File: config.mk
export PLATFORM = sky130hd
export DESIGN_NAME = ro_scan_controller
export DESIGN_NICKNAME = d
export VERILOG_FILES = /design/src/rtl/ro_scan_controller.sv
export SDC_FILE = /design/constraint.sdc
export NUM_CORES = 1
export LEC_CHECK = 0
export CAP_MARGIN = 20
export CORE_ASPECT_RATIO = 1.5
export CORE_MARGIN = 2
export CORE_UTILIZATION = 30
export CTS_CLUSTER_SIZE = 40
export DETAILED_ROUTE_END_ITERATION = 8
export PLACE_DENSITY_LB_ADDON = 0.15
export SETUP_SLACK_MARGIN = 0.5
export SYNTH_ARGS = -nofsm -noshare
export SYNTH_HDL_FRONTEND = slang
export SYNTH_SLANG_ARGS = --single-unit
File: constraint.sdc
create_clock -name wb_clk_i -period 7.15 [get_ports wb_clk_i]
set_input_delay 0.715 -clock wb_clk_i [delete_from_list [all_inputs] [get_ports wb_clk_i]]
set_output_delay 0.715 -clock wb_clk_i [all_outputs]
set_load 0.1 [all_outputs]
File: src/rtl/ro_scan_controller.sv
// rtl/ro_scan_controller.sv - ring-oscillator bank scan sequencer with per-channel edge counter and result table
module ro_scan_controller #(
  parameter int CNT_W         = 16,
  parameter int GATE_W        = 16,
  parameter int SETTLE_CYCLES = 8,
  parameter int SYNC_STAGES   = 2
) (
  input  logic              wb_clk_i,
  input  logic              wb_rst_n,
  input  logic              scan_go,
  input  logic [3:0]        first_ch,
  input  logic [3:0]        last_ch,
  input  logic [GATE_W-1:0] gate_cycles,
  input  logic              ro_clk,
  output logic [3:0]        ro_sel,
  output logic              ro_en,
  output logic              busy,
  output logic              done,
  input  logic [3:0]        rd_addr,
  output logic [CNT_W-1:0]  rd_data,
  output logic              rd_ovf
);

  typedef enum logic [1:0] {
    ST_IDLE,
    ST_SETTLE,
    ST_COUNT,
    ST_STORE
  } state_t;

  // The settle countdown shares the gate timer, so SETTLE_CYCLES must fit in GATE_W bits.
  localparam logic [GATE_W-1:0] SETTLE_END = GATE_W'(SETTLE_CYCLES - 1);
  localparam logic [CNT_W-1:0]  CNT_MAX    = {CNT_W{1'b1}};

  state_t              state_q, state_d;
  logic [3:0]          sel_q, sel_d;
  logic [3:0]          last_q, last_d;
  logic [GATE_W-1:0]   gate_q, gate_d;
  logic [GATE_W-1:0]   timer_q, timer_d;
  logic [CNT_W-1:0]    cnt_q, cnt_d;
  logic                ovf_q, ovf_d;
  logic                en_q, en_d;
  logic                busy_q, busy_d;
  logic                done_q, done_d;

  logic [SYNC_STAGES-1:0] sync_q;
  logic                   hist_q;
  logic                   rise;
  logic [GATE_W-1:0]      gate_end;

  logic [CNT_W-1:0]    tbl_q [16];
  logic                ovf_tbl_q [16];
  logic [CNT_W-1:0]    rd_data_q;
  logic                rd_ovf_q;

  assign rise     = sync_q[SYNC_STAGES-1] & ~hist_q;
  // A zero gate length behaves as a one-cycle window.
  assign gate_end = (gate_q == '0) ? '0 : (gate_q - GATE_W'(1));

  // Synchronise the asynchronous RO output and keep one history bit for rising-edge detection.
  always_ff @(posedge wb_clk_i) begin
    if (!wb_rst_n) begin
      sync_q <= '0;
      hist_q <= 1'b0;
    end else begin
      sync_q <= {sync_q[SYNC_STAGES-2:0], ro_clk};
      hist_q <= sync_q[SYNC_STAGES-1];
    end
  end

  // Scan sequencer state and working registers.
  always_ff @(posedge wb_clk_i) begin
    if (!wb_rst_n) begin
      state_q <= ST_IDLE;
      sel_q   <= '0;
      last_q  <= '0;
      gate_q  <= '0;
      timer_q <= '0;
      cnt_q   <= '0;
      ovf_q   <= 1'b0;
      en_q    <= 1'b0;
      busy_q  <= 1'b0;
      done_q  <= 1'b0;
    end else begin
      state_q <= state_d;
      sel_q   <= sel_d;
      last_q  <= last_d;
      gate_q  <= gate_d;
      timer_q <= timer_d;
      cnt_q   <= cnt_d;
      ovf_q   <= ovf_d;
      en_q    <= en_d;
      busy_q  <= busy_d;
      done_q  <= done_d;
    end
  end

  // Next-state logic: settle after each select change, count over the gate window, store, advance.
  always_comb begin
    state_d = state_q;
    sel_d   = sel_q;
    last_d  = last_q;
    gate_d  = gate_q;
    timer_d = timer_q;
    cnt_d   = cnt_q;
    ovf_d   = ovf_q;
    en_d    = en_q;
    busy_d  = busy_q;
    done_d  = done_q;
    case (state_q)
      ST_IDLE: begin
        if (scan_go) begin
          last_d  = last_ch;
          gate_d  = gate_cycles;
          sel_d   = first_ch;
          en_d    = 1'b1;
          busy_d  = 1'b1;
          done_d  = 1'b0;
          timer_d = '0;
          cnt_d   = '0;
          ovf_d   = 1'b0;
          state_d = ST_SETTLE;
        end
      end
      ST_SETTLE: begin
        cnt_d = '0;
        ovf_d = 1'b0;
        if (timer_q == SETTLE_END) begin
          timer_d = '0;
          state_d = ST_COUNT;
        end else begin
          timer_d = timer_q + GATE_W'(1);
        end
      end
      ST_COUNT: begin
        if (rise) begin
          if (cnt_q == CNT_MAX) begin
            ovf_d = 1'b1;
          end else begin
            cnt_d = cnt_q + CNT_W'(1);
          end
        end
        if (timer_q == gate_end) begin
          timer_d = '0;
          state_d = ST_STORE;
        end else begin
          timer_d = timer_q + GATE_W'(1);
        end
      end
      ST_STORE: begin
        timer_d = '0;
        cnt_d   = '0;
        ovf_d   = 1'b0;
        if (sel_q == last_q) begin
          en_d    = 1'b0;
          busy_d  = 1'b0;
          done_d  = 1'b1;
          state_d = ST_IDLE;
        end else begin
          sel_d   = sel_q + 4'd1;
          state_d = ST_SETTLE;
        end
      end
      default: begin
        state_d = ST_IDLE;
      end
    endcase
  end

  // Result table write in STORE and registered read; the read sees the pre-write contents.
  always_ff @(posedge wb_clk_i) begin
    if (!wb_rst_n) begin
      for (int i = 0; i < 16; i++) begin
        tbl_q[i]     <= '0;
        ovf_tbl_q[i] <= 1'b0;
      end
      rd_data_q <= '0;
      rd_ovf_q  <= 1'b0;
    end else begin
      if (state_q == ST_STORE) begin
        tbl_q[sel_q]     <= cnt_q;
        ovf_tbl_q[sel_q] <= ovf_q;
      end
      rd_data_q <= tbl_q[rd_addr];
      rd_ovf_q  <= ovf_tbl_q[rd_addr];
    end
  end

  assign ro_sel  = sel_q;
  assign ro_en   = en_q;
  assign busy    = busy_q;
  assign done    = done_q;
  assign rd_data = rd_data_q;
  assign rd_ovf  = rd_ovf_q;

endmodule

==> results of run 1 <==
state kept, by name (all words and copies together), names as in the netlist:
register   flops
busy           1
cnt_q         16
done           1
gate_q        16
hist_q         1
last_q         4
ovf_q          1
ovf_tbl_q     16
rd_data       16
rd_ovf         1
ro_sel         4
state_q        2
sync_q         2
tbl_q        256
timer_q       16
worst reg2reg max path, cell delays in order (launching register included):
cell and delay, ns:
dfxtp_1 0.40, ha_1 0.55, nand3_1 0.31, nor2_4 0.65
buf_4 0.39, and2_1 0.20, nand2b_1 0.63
worst min path at each step:
stage	endpoint	slack, ns	depth (start not counted)
CTS	sync_q[1]	0.46	1
detailed placement	sync_q[1]	0.44	1
floorplan	sync_q[1]	0.41	1
global placement	sync_q[1]	0.43	1
finish	sync_q[1]	0.45	1
global route	hist_q	0.48	1
cells in the mapped netlist, drive strengths merged, types with 4 or more instances:
master / count / share of area [%]
a21oi: 13 / 0.47
xnor2: 9 / 0.47
nand2b: 22 / 0.82
and2: 39 / 1.4
dfxtp: 97 / 12
o21ai: 29 / 0.86
and3: 270 / 10
a32oi: 4 / 0.32
a21boi: 23 / 1.0
nand4: 10 / 0.37
xor2: 20 / 1.0
nor4: 10 / 0.48
mux4: 85 / 11
nor2: 33 / 0.78
a31oi: 11 / 0.41
edfxtp: 256 / 46
mux2i: 6 / 0.36
buf: 16 / 0.56
ha: 12 / 0.89
nand3: 25 / 0.80
nor3b: 4 / 0.18
nor3: 19 / 0.63
nor2b: 9 / 0.33
or2: 4 / 0.15
or4: 4 / 0.24
inv: 17 / 0.38
nand2: 101 / 2.2
or3: 9 / 0.36
clkbuf: 127 / 2.8
a22oi: 4 / 0.18
per-layer routing:
metal  vias up  GRT usage, %  wire length [um]
met3        64         1.877              1461
li1       4956             -                 -
met5         -             0                 0
met4         0         5.703              1482
met2       214         31.27             26160
met1      5440         20.78             20200
metrics by stage:
step / total power (W) / area (um2)
2_1_floorplan: 0.003215 / 16860
3_3_place_gp: 0.003595 / 17850
3_5_place_dp: 0.003599 / 17850
4_1_cts: 0.005556 / 19050
5_1_grt: 0.005715 / 19090
6_report: 0.005490 / 19090
cell families after synthesis:
family                     count (synthesis)  share of synthesized area (%)
DFF                                      353                          57.10
adders and majority gates                 12                         0.8904
buffers and inverters                    160                          3.769
xor gates and xnor gates                  30                          1.640
muxes                                     94                          11.91
and+or+nand+nor                          571                          19.69
AOI/OAI and AO/OA                        116                          5.001
power breakdown:
part | internal, W | switching, W
Combinational | 0.000367 | 0.000789
Sequential | 0.00230 | 0.0000874
Clock | 0.00108 | 0.000867
layout make-up:
class	instances	area, um2	share of cell area [%]
sequential	353	9629	50.44
multi-input combinational	823	6653	34.85
clock buffer	49	1002	5.250
tap	702	878.3	4.601
timing repair buffer	69	660.6	3.460
clock inverter	21	201.4	1.055
inverter	17	63.81	0.3343
antenna	1	2.502	0.01311
==> impl_results.md, run 1 <==
- Status: complete, no violations
- Synth Area per Inst: approximately 13 um2
- Largest net degree at the start of global routing: a little over 70
- First-pass iteration count of the detailed router: 5
- Yosys reg bits: 353
- Place WS: between 3 and 4 ns
- Clk sinks: about 350
- GRT Residual Overflow: 0
- Worst setup path end: tbl_q[12][0]
- Pleak: 7.335 nW
- Skew final: 0.03406 ns
- CP arrival: 3.67 ns
- Post-synth top flop: edfxtp_1
- Drt drc: 0
- Fmax: between 200 and 300 MHz
- Reg2reg setup slack: around 3.7 ns
- Syn_nets: approximately 1,400
- Vias: 10,674
- Nets: around 1,300
- Final hold viol count: 0
- Reg2Reg Depth: 6
- GPL Wtd Cong: ~0.8
- Buffers plus inverters on the worst setup path: 1
- Critical Path, Cell by Cell: ha_1 -> nand3_1 -> nor2_4 -> buf_4 -> and2_1 -> nand2b_1
- Post-synth EDFFs: approximately 260
- Max-Cap Viols: 0
- Post-cts sizing count: 0
- Worst reg2reg path startpoint: state_q[1]
- Sequential-to-total area share from yosys stat: between 50% and 60%
- Post-synth ARST share: 0%
- Area of the die: between 50,000 and 60,000 um2
- Yosys warns: 0
- Tcrit/Tclk final: between 40% and 50%
- Syn-to-layout area delta: 13.22%
- Crit path time final: roughly 3.5 ns
- Site Rows: about 110
- CP Depth: 6
- Setup Fix Bufs, Post-CTS: 0
- Setup CP Type: flip-flop to flip-flop
- I/O pin total: 56
- Chip Width: slightly below 200 um
- Final setup fails: 0
- CP endpoint kind: flip-flop
- Distinct cells, synth: 73
- Vias in the first global route: ~11,000
- CTS Buffer Depth: 3
- Starting Density: 30.27%
- CP Launch Point: state_q[1]
- Mapped cell area: roughly 17,000 um2
- Final Slew Violations: 0
- Hold Slack: roughly 0.45 ns
- Later-pin clock latency in the skew report: ~0.56 ns
- Slew HR: slightly above 20%
- Via density: between 5 and 6
- Worst Path Required: 7.33 ns
- Critical path startpoint category: flip-flop
- RSZ-0062 raised after global routing: no
- Core Util, Final: between 30 and 40%
- # port buffers: between 50 and 60
- First-pass GRT wire length: ~73,000 um
- Setup TNS: 0 ns
- Most frequent cells in the layout: 270 x and3_1, 256 x edfxtp_1, 101 x nand2_1
- Antenna viol nets, final: 0
- Initial antenna violation count: 0
- Total CTS buffers: 38
- Die Ht: 294.4 um
- Max incr delay on CP: roughly 0.65 ns
- Hpwl dp: roughly 31,000 um
- DR WL/cell: ~24 um
- Hold Crit Class: flip-flop to flip-flop
- CTS root buffer: clkbuf_16
- CP max FO: 39
- Worst-margin pin slew: around 1.2 ns
- Mapped Cells: 1,336
- CORE AREA: 55,700 um2
- Worst VDD drop: about 0.18 mV
- Pwr/cell area: 287.6 nW/um2
- Critical-path cell with the highest stage delay: nor2_4
- Initial DRC count: approximately 840
- All-Layer GR Usage: roughly 17%
- HP Start: sync_q[0]
- CTS hold repair buffers: 0
- H-tree levels: 2
- R2r endpoint: tbl_q[12][0]
- Layout cell share with drive strength beyond 1: between 10% and 20%
- Final Worst Setup Slack: 3.662 ns
- CTS tree: built
- Routed WL: around 49,000 um
- Commonest non-fill, non-tap cell in the layout: and3_1
- # fillers: about 5,400
- Inst Count DP: 1,962
- Post-Layout Cell Count: a little over 2,000
- Clock Pin Slew Worst Setup and Hold Paths: approximately 0.060 ns
- CP top delay family: simple AND/OR/NAND/NOR gates
(Power assumes the default switching activity.)
==> inputs of run 2 (changes only) <==
- clock period: 7.15 -> 3.17 ns (I/O delays scaled with it)
==> run 2 against run 1 <==
  * Die area did not move
  * Final area rose by 4.5%
  * Count of clock-buffer cells in the layout rose by 1
  * Core utilization rose by 1.5 points
  * Via count rose by 4.0%
  * Critical path depth rose by 5
  * Sequential share of layout area fell by 2.1 points
  * Combinational power rose to 2.6 times the previous value
==> impl_results.md, run 2 (synthesis gave the netlist of run 1 again) <==
- Site Rows: approximately 110
- Worst Path Required: 3.57 ns
- Initial DRC count: approximately 640
- Worst reg2reg path startpoint: gate_q[8]
- Skew final: approximately 0.024 ns
- Fmax: ~350 MHz
- Total CTS buffers: 38
- Psw: about 0.004 W
- Clock share of power: approximately 35%
- Syn-to-layout area delta: 18.33%
- Final Power: 0.01278 W
- Global routing usage on met2: approximately a third
- CP arrival: ~3.3 ns
- Most flops, register: tbl_q
- Nets: about 1,400
- Routed WL: slightly above 50,000 um
- Pwr/cell area: about 640 nW/um2
- Max FFs per register: between 200 and 300
- Crit path time final: between 2 and 3 ns
- Commonest non-fill, non-tap cell in the layout: and3_1
- Starting Density: 30.27%
- Largest net degree at the start of global routing: 83
- Status: complete, no violations
- Slew HR: 32.81%
- Max-Cap Viols: 0
- Setup CP Type: flip-flop to flip-flop
- RSZ-0062 raised after global routing: yes
- Place WS: between 0.1 and 0.15 ns
- Layout cell share with drive strength beyond 1: between 20% and 30%
- Setup TNS: 0 ns
- Tcrit/Tclk final: between 90 and 100%
- GPL Wtd Cong: roughly 0.9
- Reg2reg setup slack: approximately 0.31 ns
- Combinational share of power: 23.5%
- Sw Ratio: between 30% and 40%
- Hold path depth: 3
- First-pass GRT wire length: about 76,000 um
- GRT met1 Usage: about a fifth
- Power Internal: 0.008790 W
- Most frequent cells in the layout: 268 x and3_1, 256 x edfxtp_1, 100 x nand2_1
- H-tree levels: 2
- Final hold viol count: 0
- DR WL/cell: 24.35 um
- Flop pwr share: a little over two fifths
- I/O pin total: 56
- Drt drc: 0
- Pleak: 7.841 nW
- Hpwl dp: 31,460 um
- CTS Buffer Depth: 3
- Final setup fails: 0
- Final Slew Violations: 0
- Core Util, Final: 35.82%
- # port buffers: 55
- Gr busiest metal: met2
- R2r endpoint: timer_q[15]
- Antenna viol nets, final: 0
- ANT cells: 0
- Vias: 11,104
- CTS root buffer: clkbuf_16
- Reg2Reg Depth: 11
- First-pass iteration count of the detailed router: 5
- GRT Residual Overflow: 0
- Clock Pin Slew Worst Setup and Hold Paths: ~0.060 ns
- HP Start: wb_rst_n
- CP max FO: 19
- Worst-margin pin slew: approximately 1 ns
- CTS tree: built
- CTS hold repair buffers: 0
- Final Worst Setup Slack: ~0.31 ns
- Vias in the first global route: ~12,000
- Worst VDD drop: approximately 0.3 mV
- Via density: 5.263
- Die Ht: approximately 290 um
- Clk sinks: between 300 and 400
- Chip Width: just under 200 um
- GRT met3 Usage: ~1.8%
- Hold Crit Class: input pin to flip-flop
- CORE AREA: around 56,000 um2
- Initial antenna violation count: 0
- Critical path startpoint category: flip-flop
- All-Layer GR Usage: between 10% and 20%
- CP endpoint kind: flip-flop
- Worst Hold End: ovf_tbl_q[8]
- Area of the die: 58,160 um2
- Later-pin clock latency in the skew report: between 0.5 and 0.6 ns
[run 2: area by class of cell]
type / instances / area, um2
clock buffers: 50 / 1036
fillers: 5398 / 35750
clock inverters: 16 / 177.7
well taps: 702 / 878.3
multi-input cells: 823 / 6853
repair buffers: 149 / 1291
inverters: 17 / 63.81
flip-flops and latches: 353 / 9654
[run 2: metal layers]
metal,vias up,part of all wire (%)
met3,106,2.9
li1,5104,-
met1,5677,38
met4,0,4.4
met2,217,54
met5,-,0
[run 2: worst max-delay path by stage]
stage          depth (start not counted)  slack, ns        from           to
6_report                              11       0.31   gate_q[8]  timer_q[15]
5_1_grt                               11       0.24  timer_q[6]  timer_q[15]
3_3_place_gp                          11       0.20   gate_q[1]   state_q[0]
4_1_cts                                8       0.34   gate_q[2]  timer_q[11]
3_5_place_dp                          11       0.12   gate_q[1]   state_q[0]
2_1_floorplan                         10       0.38  timer_q[6]   state_q[0]
[run 2: per-stage QoR]
step | area, um2 | cells | hold WS, ns
floorplan | 16880 | 1336 | 0.4119
global placement | 18440 | 2034 | 0.4308
detailed placement | 18440 | 2034 | 0.4256
CTS | 19800 | 2106 | 0.09163
global route | 19950 | 2110 | 0.1351
finish | 19950 | 2110 | 0.1106
[run 2: worst max-delay path: stages (launching register included)]
cell	delay (ns)
dfxtp_1	0.38
or4_4	0.56
nor4_2	0.28
o32a_1	0.23
o2111a_1	0.19
nand3_2	0.10
nor4b_4	0.36
buf_4	0.18
a21oi_4	0.05
buf_12	0.15
a31oi_1	0.16
a31oi_1	0.06
[run 2: what timing repair did]
| action | 4_1_cts | 5_1_grt |
|---|---|---|
| setup endpoints to repair | 26 | 26 |
| pin swaps | 12 | 21 |
| gates resized for setup | 30 | 28 |
| gates cloned | 0 | 0 |
| setup buffers | 6 | 3 |
[run 2: power groups by stage]
stage / sequential [W] / clock [W] / combinational (W)
6_report: 0.00536 / 0.00442 / 0.00300
4_1_cts: 0.00536 / 0.00454 / 0.00294
3_5_place_dp: 0.00544 / 0 / 0.00286
2_1_floorplan: 0.00565 / 0 / 0.00160
3_3_place_gp: 0.00543 / 0 / 0.00286
5_1_grt: 0.00539 / 0.00469 / 0.00321
==> inputs of run 3 (changes only) <==
- CAP_MARGIN: 20 -> not set
- SKIP_CTS_REPAIR_TIMING: not set -> 1
==> run 3 against run 2 <==
  * Sequential cell count unchanged
  * Sequential power about the same
  * Clock skew about the same
  * First-iteration DRC count fell by 0.16%
  * Die area is the same
  * Critical path depth fell by 2
  * Wire length barely moved
  * Fmax is 0.20% higher
  * Critical path type unchanged
  * Largest power group unchanged
  * Highest routed layer unchanged
==> impl_results.md, run 3 (synthesis gave the netlist of run 1 again) <==
- Fmax: ~350 MHz
- Max FFs per register: 256
- Final hold viol count: 0
- First-pass iteration count of the detailed router: 7
- Vias: between 10,000 and 15,000
- First-pass GRT wire length: 75,530 um
- Vias in the first global route: 11,471
- Pwr/cell area: 641.5 nW/um2
- CP arrival: approximately 3.3 ns
- RSZ-0062 raised after global routing: yes
- Max-Cap Viols: 0
- CP endpoint kind: flip-flop
- Commonest non-fill, non-tap cell in the layout: and3_1
- GRT Residual Overflow: 0
- Routed WL: 51,430 um
- CTS tree: built
- Hold Slack: roughly 0.11 ns
- Layout cell share with drive strength beyond 1: 23.01%
- Hold Crit Class: input pin to flip-flop
- GPL Wtd Cong: ~0.88
- CP max FO: 6
- Clk sinks: roughly 350
- All-Layer GR Usage: 17.63%
- # port buffers: 55
- Hpwl dp: 31,460 um
- Final Worst Setup Slack: 0.3184 ns
- CORE AREA: ~56,000 um2
- Critical path startpoint category: flip-flop
- CTS Buffer Depth: 3
- Antenna viol nets, final: 0
- Slew HR: a little over a quarter
- Initial antenna violation count: 0
- Place WS: 0.1169 ns
- Worst Path Required: between 3 and 4 ns
- Final setup fails: 0
- DR WL/cell: approximately 24 um
- I/O pin total: 56
- Tcrit/Tclk final: 89.96%
- Starting Density: 30.27%
- Setup TNS: 0 ns
- Later-pin clock latency in the skew report: 0.55 ns
- Site Rows: ~110
- CTS root buffer: clkbuf_16
- Syn-to-layout area delta: 18.56%
- Most flops, register: tbl_q
- Register area: around 9700 um2
- Clock Pin Slew Worst Setup and Hold Paths: roughly 0.070 ns
- Final Slew Violations: 0
- Skew final: around 0.024 ns
- ANT cells: 0
- Die Ht: around 290 um
- Crit path time final: about 2.9 ns
- Drt drc: 0
- # fillers: about 5,400
- Largest net degree at the start of global routing: 83
- Most frequent cells in the layout: 268 x and3_1, 256 x edfxtp_1, 100 x nand2_1
- Nets: 1,426
- Initial DRC count: about 640
- Area of the die: 58,160 um2
- Pleak: just under 8 nW
- Setup CP Type: flip-flop to flip-flop
- Chip Width: between 150 and 200 um
- H-tree levels: 2
- Total CTS buffers: 38
- Status: complete, no violations
- Worst-margin pin slew: between 1 and 1.5 ns
- Worst VDD drop: ~0.3 mV
- Multi-input gate area: about 6900 um2
- Via density: between 5 and 6
## run 3: cell counts in the layout (fill, tap and decap cells not counted)
No cell type changed its count.
## run 3: worst max-delay path, stage by stage (launching register included)
cell      delay [ns]
dfxtp_2         0.37
or4_4           0.60
nor4_2          0.28
o32a_1          0.21
o2111a_1        0.19
nand3_2         0.10
nor4b_4         0.40
a21oi_4         0.13
or3_1           0.32
o2111a_1        0.14
## run 3: final cells by class
type | instances | share of cell area (%)
inverters | 17 | 0.3192
clock inverters | 16 | 0.8887
well taps | 702 | 4.393
flip-flops and latches | 353 | 48.31
repair buffers | 149 | 6.458
multi-input cells | 823 | 34.45
clock buffers | 50 | 5.182
## run 3: per-layer routing
layer  up-vias  wire [um]  global-route usage (%)
li1       5106          -                       -
met5         -          0                       0
met3       105       1316                   1.808
met4         0       2275                   7.500
met1      5646      19810                   19.70
met2       201      28020                   33.61
## run 3: final timing paths
| path | startpoint | endpoint | slack, ns | cells after the start |
|---|---|---|---|---|
| worst min register to register | sync_q[0] | sync_q[1] | 0.45 | 1 |
| worst max-delay path | gate_q[7] | state_q[0] | 0.32 | 9 |
| worst min-delay path | wb_rst_n | ovf_tbl_q[8] | 0.11 | 3 |
| worst max register to register | gate_q[7] | state_q[0] | 0.32 | 9 |
## run 3: stage by stage
stage                     util (%)  std cells  instance area, um2  power [W]
after floorplan                  -       1336               16880   0.007251
after global placement       33.10       2034               18440   0.008295
after detailed placement     33.10       2034               18440   0.008299
after CTS                    35.27       2100               19650    0.01275
after global routing         35.89       2110               19990    0.01332
final                        35.89       2110               19990    0.01283
## run 3: power breakdown
group | total (W) | leakage [nW] | switching [W] | internal [W]
Combinational | 0.00304 | 3.95 | 0.00196 | 0.00107
Sequential | 0.00536 | 3.30 | 0.000169 | 0.00519
Clock | 0.00443 | 0.596 | 0.00187 | 0.00255
